`src/rtl/lp_serdes_pkg.sv`:
```
// -----------------------------------------------------------------------------
// lp_serdes_pkg
//   Definitions shared by the lp_tree serializer/deserializer pair and their
//   benches: default word width, default alignment pattern and the FSM states
//   of the deserializer.
// -----------------------------------------------------------------------------
package lp_serdes_pkg;

   localparam int unsigned         LP_WIDTH     = 16;
   localparam logic [LP_WIDTH-1:0] LP_SYNC_WORD = 16'hF00F;

   typedef enum logic {
      HUNT = 1'b0,
      LOCK = 1'b1
   } lp_state_e;

endpackage

```
`src/rtl/lp_tree_deserializer_if.sv`:
```
// -----------------------------------------------------------------------------
// lp_tree_deserializer_if
//   Serial input and recovered-word outputs of lp_tree_deserializer.
//   master : stream source / result consumer (drives SERIAL_IN)
//   slave  : the deserializer (drives PAR_OUT, PAR_VALID, IS_SYNC, LOCKED,
//            LOCK_LOST)
// -----------------------------------------------------------------------------
interface lp_tree_deserializer_if
   import lp_serdes_pkg::*;
#(
   parameter int unsigned WIDTH = LP_WIDTH
);

   logic             SERIAL_IN;
   logic [WIDTH-1:0] PAR_OUT;
   logic             PAR_VALID;
   logic             IS_SYNC;
   logic             LOCKED;
   logic             LOCK_LOST;

   modport master (
      output SERIAL_IN,
      input  PAR_OUT, PAR_VALID, IS_SYNC, LOCKED, LOCK_LOST
   );

   modport slave (
      input  SERIAL_IN,
      output PAR_OUT, PAR_VALID, IS_SYNC, LOCKED, LOCK_LOST
   );

endinterface

```
`src/rtl/lp_sync_detect.sv`:
```
// -----------------------------------------------------------------------------
// lp_sync_detect
//   WIDTH-bit shift register (new bit enters at the LSB) plus a comparator of
//   the post-shift value against SYNC_WORD.
//   clk, rst  : clock, synchronous active-high reset
//   serial_in : incoming bit
//   shifted   : shift register contents including the current bit
//   match     : shifted == SYNC_WORD
// -----------------------------------------------------------------------------
module lp_sync_detect #(
   parameter int unsigned     WIDTH     = 16,
   parameter logic [WIDTH-1:0] SYNC_WORD = 16'hF00F
) (
   input  logic             clk,
   input  logic             rst,
   input  logic             serial_in,
   output logic [WIDTH-1:0] shifted,
   output logic             match
);

   logic [WIDTH-1:0] sr_q;
   logic [WIDTH-1:0] sr_d;

   always_comb begin
      shifted = {sr_q[WIDTH-2:0], serial_in};
      sr_d    = shifted;
      match   = (shifted == SYNC_WORD);
   end

   // Reset has priority, so bits presented during reset never get in.
   always_ff @(posedge clk) begin
      if (rst) sr_q <= '0;
      else     sr_q <= sr_d;
   end

endmodule

```
`src/rtl/lp_tree_deserializer.sv`:
```
// -----------------------------------------------------------------------------
// lp_tree_deserializer
//   Recovers WIDTH-bit words from an MSB-first serial stream. HUNT searches
//   every bit position for SYNC_WORD; LOCK then slices words on the found
//   boundary and drops back to HUNT if more than MAX_GAP data words pass
//   without a sync word.
//   CLK, RESET : clock, synchronous active-high reset
//   bus        : SERIAL_IN in; PAR_OUT, PAR_VALID, IS_SYNC, LOCKED, LOCK_LOST out
// -----------------------------------------------------------------------------
module lp_tree_deserializer
   import lp_serdes_pkg::*;
#(
   parameter int unsigned      WIDTH     = LP_WIDTH,
   parameter logic [WIDTH-1:0] SYNC_WORD = LP_SYNC_WORD,
   parameter int unsigned      MAX_GAP   = 8
) (
   input  logic                   CLK,
   input  logic                   RESET,
   lp_tree_deserializer_if.slave  bus
);

   localparam int unsigned CNT_W = $clog2(WIDTH);
   localparam int unsigned GAP_W = $clog2(MAX_GAP + 2);
   localparam logic [CNT_W-1:0] LAST_BIT = CNT_W'(WIDTH - 1);
   localparam logic [GAP_W-1:0] GAP_MAX  = GAP_W'(MAX_GAP);

   logic [WIDTH-1:0] shifted;
   logic             match;

   lp_sync_detect #(
      .WIDTH     (WIDTH),
      .SYNC_WORD (SYNC_WORD)
   ) u_sync_detect (
      .clk       (CLK),
      .rst       (RESET),
      .serial_in (bus.SERIAL_IN),
      .shifted   (shifted),
      .match     (match)
   );

   lp_state_e        state_q,     state_d;
   logic [CNT_W-1:0] bit_cnt_q,   bit_cnt_d;
   logic [GAP_W-1:0] gap_cnt_q,   gap_cnt_d;
   logic [WIDTH-1:0] par_out_q,   par_out_d;
   logic             par_valid_q, par_valid_d;
   logic             is_sync_q,   is_sync_d;
   logic             lock_lost_q, lock_lost_d;

   always_comb begin
      state_d     = state_q;
      bit_cnt_d   = bit_cnt_q;
      gap_cnt_d   = gap_cnt_q;
      par_out_d   = par_out_q;
      par_valid_d = 1'b0;
      is_sync_d   = 1'b0;
      lock_lost_d = 1'b0;

      case (state_q)
         HUNT: begin
            if (match) begin
               state_d   = LOCK;
               bit_cnt_d = '0;
               gap_cnt_d = '0;
            end
         end
         LOCK: begin
            if (bit_cnt_q == LAST_BIT) begin
               bit_cnt_d = '0;
               if (match) begin
                  gap_cnt_d   = '0;
                  par_out_d   = shifted;
                  par_valid_d = 1'b1;
                  is_sync_d   = 1'b1;
               end else if (gap_cnt_q == GAP_MAX) begin
                  // This word would push the gap past MAX_GAP: drop it and re-hunt.
                  state_d     = HUNT;
                  gap_cnt_d   = '0;
                  lock_lost_d = 1'b1;
               end else begin
                  gap_cnt_d   = gap_cnt_q + 1'b1;
                  par_out_d   = shifted;
                  par_valid_d = 1'b1;
               end
            end else begin
               bit_cnt_d = bit_cnt_q + 1'b1;
            end
         end
      endcase
   end

   always_ff @(posedge CLK) begin
      if (RESET) begin
         state_q     <= HUNT;
         bit_cnt_q   <= '0;
         gap_cnt_q   <= '0;
         par_out_q   <= '0;
         par_valid_q <= 1'b0;
         is_sync_q   <= 1'b0;
         lock_lost_q <= 1'b0;
      end else begin
         state_q     <= state_d;
         bit_cnt_q   <= bit_cnt_d;
         gap_cnt_q   <= gap_cnt_d;
         par_out_q   <= par_out_d;
         par_valid_q <= par_valid_d;
         is_sync_q   <= is_sync_d;
         lock_lost_q <= lock_lost_d;
      end
   end

   assign bus.PAR_OUT   = par_out_q;
   assign bus.PAR_VALID = par_valid_q;
   assign bus.IS_SYNC   = is_sync_q;
   assign bus.LOCKED    = (state_q == LOCK);
   assign bus.LOCK_LOST = lock_lost_q;

endmodule

```
`src/flat_wrapper.sv`:
```
// flat-port wrapper written by rule: the top's interface ports become plain ports
module lp_tree_deserializer_flat import lp_serdes_pkg::*;
#(
   parameter int unsigned      WIDTH     = LP_WIDTH,
   parameter logic [WIDTH-1:0] SYNC_WORD = LP_SYNC_WORD,
   parameter int unsigned      MAX_GAP   = 8
)
  (CLK, RESET, bus_SERIAL_IN, bus_PAR_OUT, bus_PAR_VALID, bus_IS_SYNC, bus_LOCKED, bus_LOCK_LOST);
  lp_tree_deserializer_if #(.WIDTH(WIDTH)) bus_i ();
  input  logic CLK;
  input  logic RESET;
  input wire logic [$bits(bus_i.SERIAL_IN)-1:0] bus_SERIAL_IN;
  output wire logic [$bits(bus_i.PAR_OUT)-1:0] bus_PAR_OUT;
  output wire logic [$bits(bus_i.PAR_VALID)-1:0] bus_PAR_VALID;
  output wire logic [$bits(bus_i.IS_SYNC)-1:0] bus_IS_SYNC;
  output wire logic [$bits(bus_i.LOCKED)-1:0] bus_LOCKED;
  output wire logic [$bits(bus_i.LOCK_LOST)-1:0] bus_LOCK_LOST;
  assign bus_i.SERIAL_IN = bus_SERIAL_IN;
  assign bus_PAR_OUT = bus_i.PAR_OUT;
  assign bus_PAR_VALID = bus_i.PAR_VALID;
  assign bus_IS_SYNC = bus_i.IS_SYNC;
  assign bus_LOCKED = bus_i.LOCKED;
  assign bus_LOCK_LOST = bus_i.LOCK_LOST;
  lp_tree_deserializer #(.WIDTH(WIDTH), .SYNC_WORD(SYNC_WORD), .MAX_GAP(MAX_GAP)) u_core (.CLK(CLK), .RESET(RESET), .bus(bus_i));
endmodule
```
`config.mk`:
```
export PLATFORM = sky130hd
export DESIGN_NAME = lp_tree_deserializer_flat
export DESIGN_NICKNAME = d
export VERILOG_FILES = /design/src/rtl/lp_serdes_pkg.sv /design/src/rtl/lp_tree_deserializer_if.sv /design/src/rtl/lp_sync_detect.sv /design/src/rtl/lp_tree_deserializer.sv /design/src/flat_wrapper.sv
export SDC_FILE = /design/constraint.sdc
export NUM_CORES = 1
export LEC_CHECK = 0
export ABC_AREA = 0
export CORE_MARGIN = 2
export CORE_UTILIZATION = 47
export CTS_CLUSTER_SIZE = 24
export DETAILED_ROUTE_END_ITERATION = 10
export GPL_TIMING_DRIVEN = 0
export PLACE_DENSITY = 0.85
export SYNTH_ARGS = -nofsm -noshare
export SYNTH_HDL_FRONTEND = slang
export SYNTH_SLANG_ARGS = --single-unit
```
`constraint.sdc`:
```
create_clock -name CLK -period 1.7 [get_ports CLK]
set_clock_uncertainty 0.15 [all_clocks]
set_input_delay 0.17 -clock CLK [delete_from_list [all_inputs] [get_ports CLK]]
set_output_delay 0.17 -clock CLK [all_outputs]
set_load 0.05 [all_outputs]
```
==> summary by stage <==
Global route
The first global-routing pass estimated between 5 and 6 mm of wire. In the global route stage, overall resource usage came out at between 10% and 20%. The via count of the first global-routing pass is 1349.

The largest net degree at the start of global routing is 15. After global routing the overflow that remains totals 0. The number of antenna violations at the first check in global routing was 0.

Synthesis
The proportion of netlist area held by the largest area contributor is 53.58%. The most common cell in the synthesized netlist is dfxtp_1. The commonest cells after synthesis are dfxtp_1 (43), nor2b_1 (22), a21oi_1 (8), a32o_1 (8), o21ai_0 (7). Of all flip-flops after synthesis, the portion carrying an async set or reset was 0%. Counting distinct cell types in the post-synthesis netlist gives 33.

The flop and latch count out of synthesis is 43. The leading area contributor after synthesis is dfxtp_1. The share of the Yosys chip area taken by registers is 53.58%. The average cell area after synthesis is 10.50 µm². The synthesized cell area is 1607 µm².

Yosys printed 0 warnings. When the netlist entered floorplanning its net count stood at 159. The number of cells produced by synthesis is 153. Among all flip-flop cells after synthesis, the most frequent one is dfxtp_1. After synthesis, the cell types taking the most area are dfxtp_1 (54%), nor2b_1 (8.6%), a32o_1 (5.0%). In this run, synthesis inferred 0 flip-flops with an integrated enable.

Clocking
The number of buffers inserted during clock tree synthesis is 5. The later-pin clock latency in the skew report is 370 ps. The cell sitting at the root of the clock tree is a clkbuf_4. The sink count of the clock tree is 43.

The H-tree generated during clock tree synthesis spans 2 levels. The number of hold buffers added after cts is 0. TritonCTS built the clock tree. The longest clock path from root to sink contains 2 buffers. Clock-pin slew was measured on the worst setup and hold paths at 140 ps.

STA
Timing would allow up to around 550 MHz. For the finished layout, the period the worst path requires is 1822 ps. In the finished design, the share of the clock period the worst path needs comes to 107.2%. The number of pins with negative max-slew slack in the final report is 0.

After layout, the worst setup slack is -122.4 ps. The number of setup violations in the final report is 15. The worst slew margin relative to its limit is between 60 and 70%. Setup repair after global routing could not meet its margin everywhere.

The worst-margin pin slew is 502.4 ps. The final count of hold timing violations is 0. Adding up every negative setup slack in the final design gives -832.4 ps.

Placed design
The placement-stage worst setup slack is -394.5 ps. The congestion estimate from routability-driven global placement came to just over 0.8. After detailed placement, the total cell area comes to 1898 µm². Input and output buffers added on the ports amount to 22. The number of placed cells counting well taps is 221. The detailed-placement wirelength estimate is 2.308 mm.

Floorplanning
The floorplan has 21 rows. The initial cell density of the core is between 40 and 50%. The floorplan die height is 62.47 µm. The number of I/O pins is 23. Measured along the x axis, the die boundary spans about 62 µm. The die covers 3902 µm².

The core area is 3311 µm².

Layout
The diode insertion count for antenna repair is 0. Counting the fill cells in the layout gives 298. The area growth from synthesis to layout is 29.28%. After routing the design area is 2077 µm².

The proportion of layout cells with a drive suffix above 1 is 23.44%. At the end of the flow, the number of nets in the layout was 197. The finished layout holds 238 standard cells, fillers aside.

Run status
The checks that failed: negative setup slack. The flow ran to the end, but the final reports show violations.

Route
Dividing the detail-routed via count by the number of cells gives 5.319. Dividing the detail-routed wire length by the instance count gives 14.31 µm. The total number of vias is ~1300. The detail route stage leaves a number of antenna-violating nets equal to 0. The number of detailed-route iterations in the first pass is 4. In the routed design, unresolved DRC markers number 0. The routed design has 3.405 mm of wire. The detailed router finished its first iteration with 43 violations.

Power
The worst vdd rail ir drop is 0.6153 mV. The power density over cell area is 766.3 nW/µm². The leakage power is about 0.00086 µW.

Critical path
In this run the worst path has a maximum fanout of 5. STA puts the critical path data required time at between 1500 and 2000 ps. The data arrival time at the worst-slack endpoint is 1920 ps. The element type at the critical path end is a register. The worst setup path is launched from a register.

The worst setup path category is register to register.

Hold path
The min-delay analysis places its worst path in the category primary input to register.

Job
The max-cap check violation count is 0.
final cells by class:
cell class                      count  area (µm²)  area share (%)
Sequential cell                    43       872.1           41.99
Multi-Input combinational cell     99       725.7           34.94
Timing Repair Buffer               31       290.3           13.98
Tap cell                           46       57.56           2.771
Clock buffer                        6       51.30           2.470
Buffer                              7       48.80           2.349
Clock inverter                      2       16.27          0.7831
Inverter                            4       15.01          0.7229
worst max-delay path, stage by stage, from the launching register on:
cell	delay, ps
dfxtp_2	370
nor4b_4	300
nand4_1	190
a21o_4	280
buf_8	140
mux2_4	280
registers in the layout, indices dropped and copies added, names as in the netlist:
name / flops
u_core.bus.PAR_OUT: 16
u_core.u_sync_detect.sr_q: 15
u_core.bit_cnt_q: 4
u_core.gap_cnt_q: 4
u_core.bus.IS_SYNC: 1
u_core.bus.LOCKED: 1
u_core.bus.LOCK_LOST: 1
u_core.bus.PAR_VALID: 1
layer usage:
metal | part of all wire, % | track usage, % | vias up
li1 | - | - | 631
met1 | 44 | 21.15 | 607
met2 | 51 | 34.27 | 23
met3 | 3.7 | 7.027 | 5
met4 | 1.1 | 5.278 | 0
met5 | 0 | 0 | -
power by group:
group | internal [µW] | total [µW] | switching [µW] | leakage, µW
sequential | 1010 | 1010 | 2.30 | 0.000351
clock | 204 | 548 | 344 | 0.0000345
combinational | 11.4 | 31.7 | 20.3 | 0.000480
cell usage in the layout (no fill, tap or decap), types with 2 or more instances in the layout:
cell type,count
dlygate4sd2_1,20
dfxtp_2,6
mux2_2,5
and4bb_2,2
clkbuf_1,2
nor2_1,4
a32o_1,8
inv_1,4
clkdlybuf4s50_1,2
a31oi_1,2
nand3_1,5
mux2_4,2
a21oi_1,8
nand2_1,5
ha_2,2
clkbuf_4,5
clkbuf_2,2
o21ai_0,7
nand4_1,4
buf_4,6
nor2b_1,22
nor3_1,5
buf_6,3
dfxtp_1,36
and2_1,3
cell families (layout without fill, tap and decap cells):
kind of cell             count (synthesis)  count (layout)  synth area share, %
adder cells (fa/ha/maj)                  3               3                2.337
flip-flops                              43              43                53.58
multiplexers                             8               8                5.997
buffers and inverters                   11              50                3.115
AO/OA/AOI/OAI                           30              30                13.01
AND/OR/NAND/NOR                         58              58                21.96
metrics by stage:
stage	power, µW	util, %	hold slack [ps]
floorplan	1050	-	100.9
global placement	1062	57.33	326.3
detailed placement	1063	57.33	328.6
CTS	1599	62.13	233.5
global route	1657	62.74	218.8
finish	1592	62.74	254.8
what timing repair did:
action / CTS / global route
pin swaps: 11 / 3
setup endpoints to repair: 37 / 27
setup buffers: 7 / 1
gates resized for setup: 34 / 9
cloned: 1 / 0
worst paths after layout:
| kind | from | end | cells past startpoint | slack (ps) |
|---|---|---|---|---|
| setup / recovery | u_core.u_sync_detect.sr_q[5]$_SDFF_PP0_ | u_core.bus.PAR_OUT[13]$_SDFFE_PP0P_ | 5 | -120 |
| hold / removal | bus_SERIAL_IN | u_core.u_sync_detect.sr_q[0]$_SDFF_PP0_ | 2 | 250 |
| setup reg to reg | u_core.u_sync_detect.sr_q[5]$_SDFF_PP0_ | u_core.bus.PAR_OUT[13]$_SDFFE_PP0P_ | 5 | -120 |
| hold reg to reg | u_core.u_sync_detect.sr_q[2]$_SDFF_PP0_ | u_core.u_sync_detect.sr_q[3]$_SDFF_PP0_ | 1 | 350 |
(Power assumes the default switching activity.)
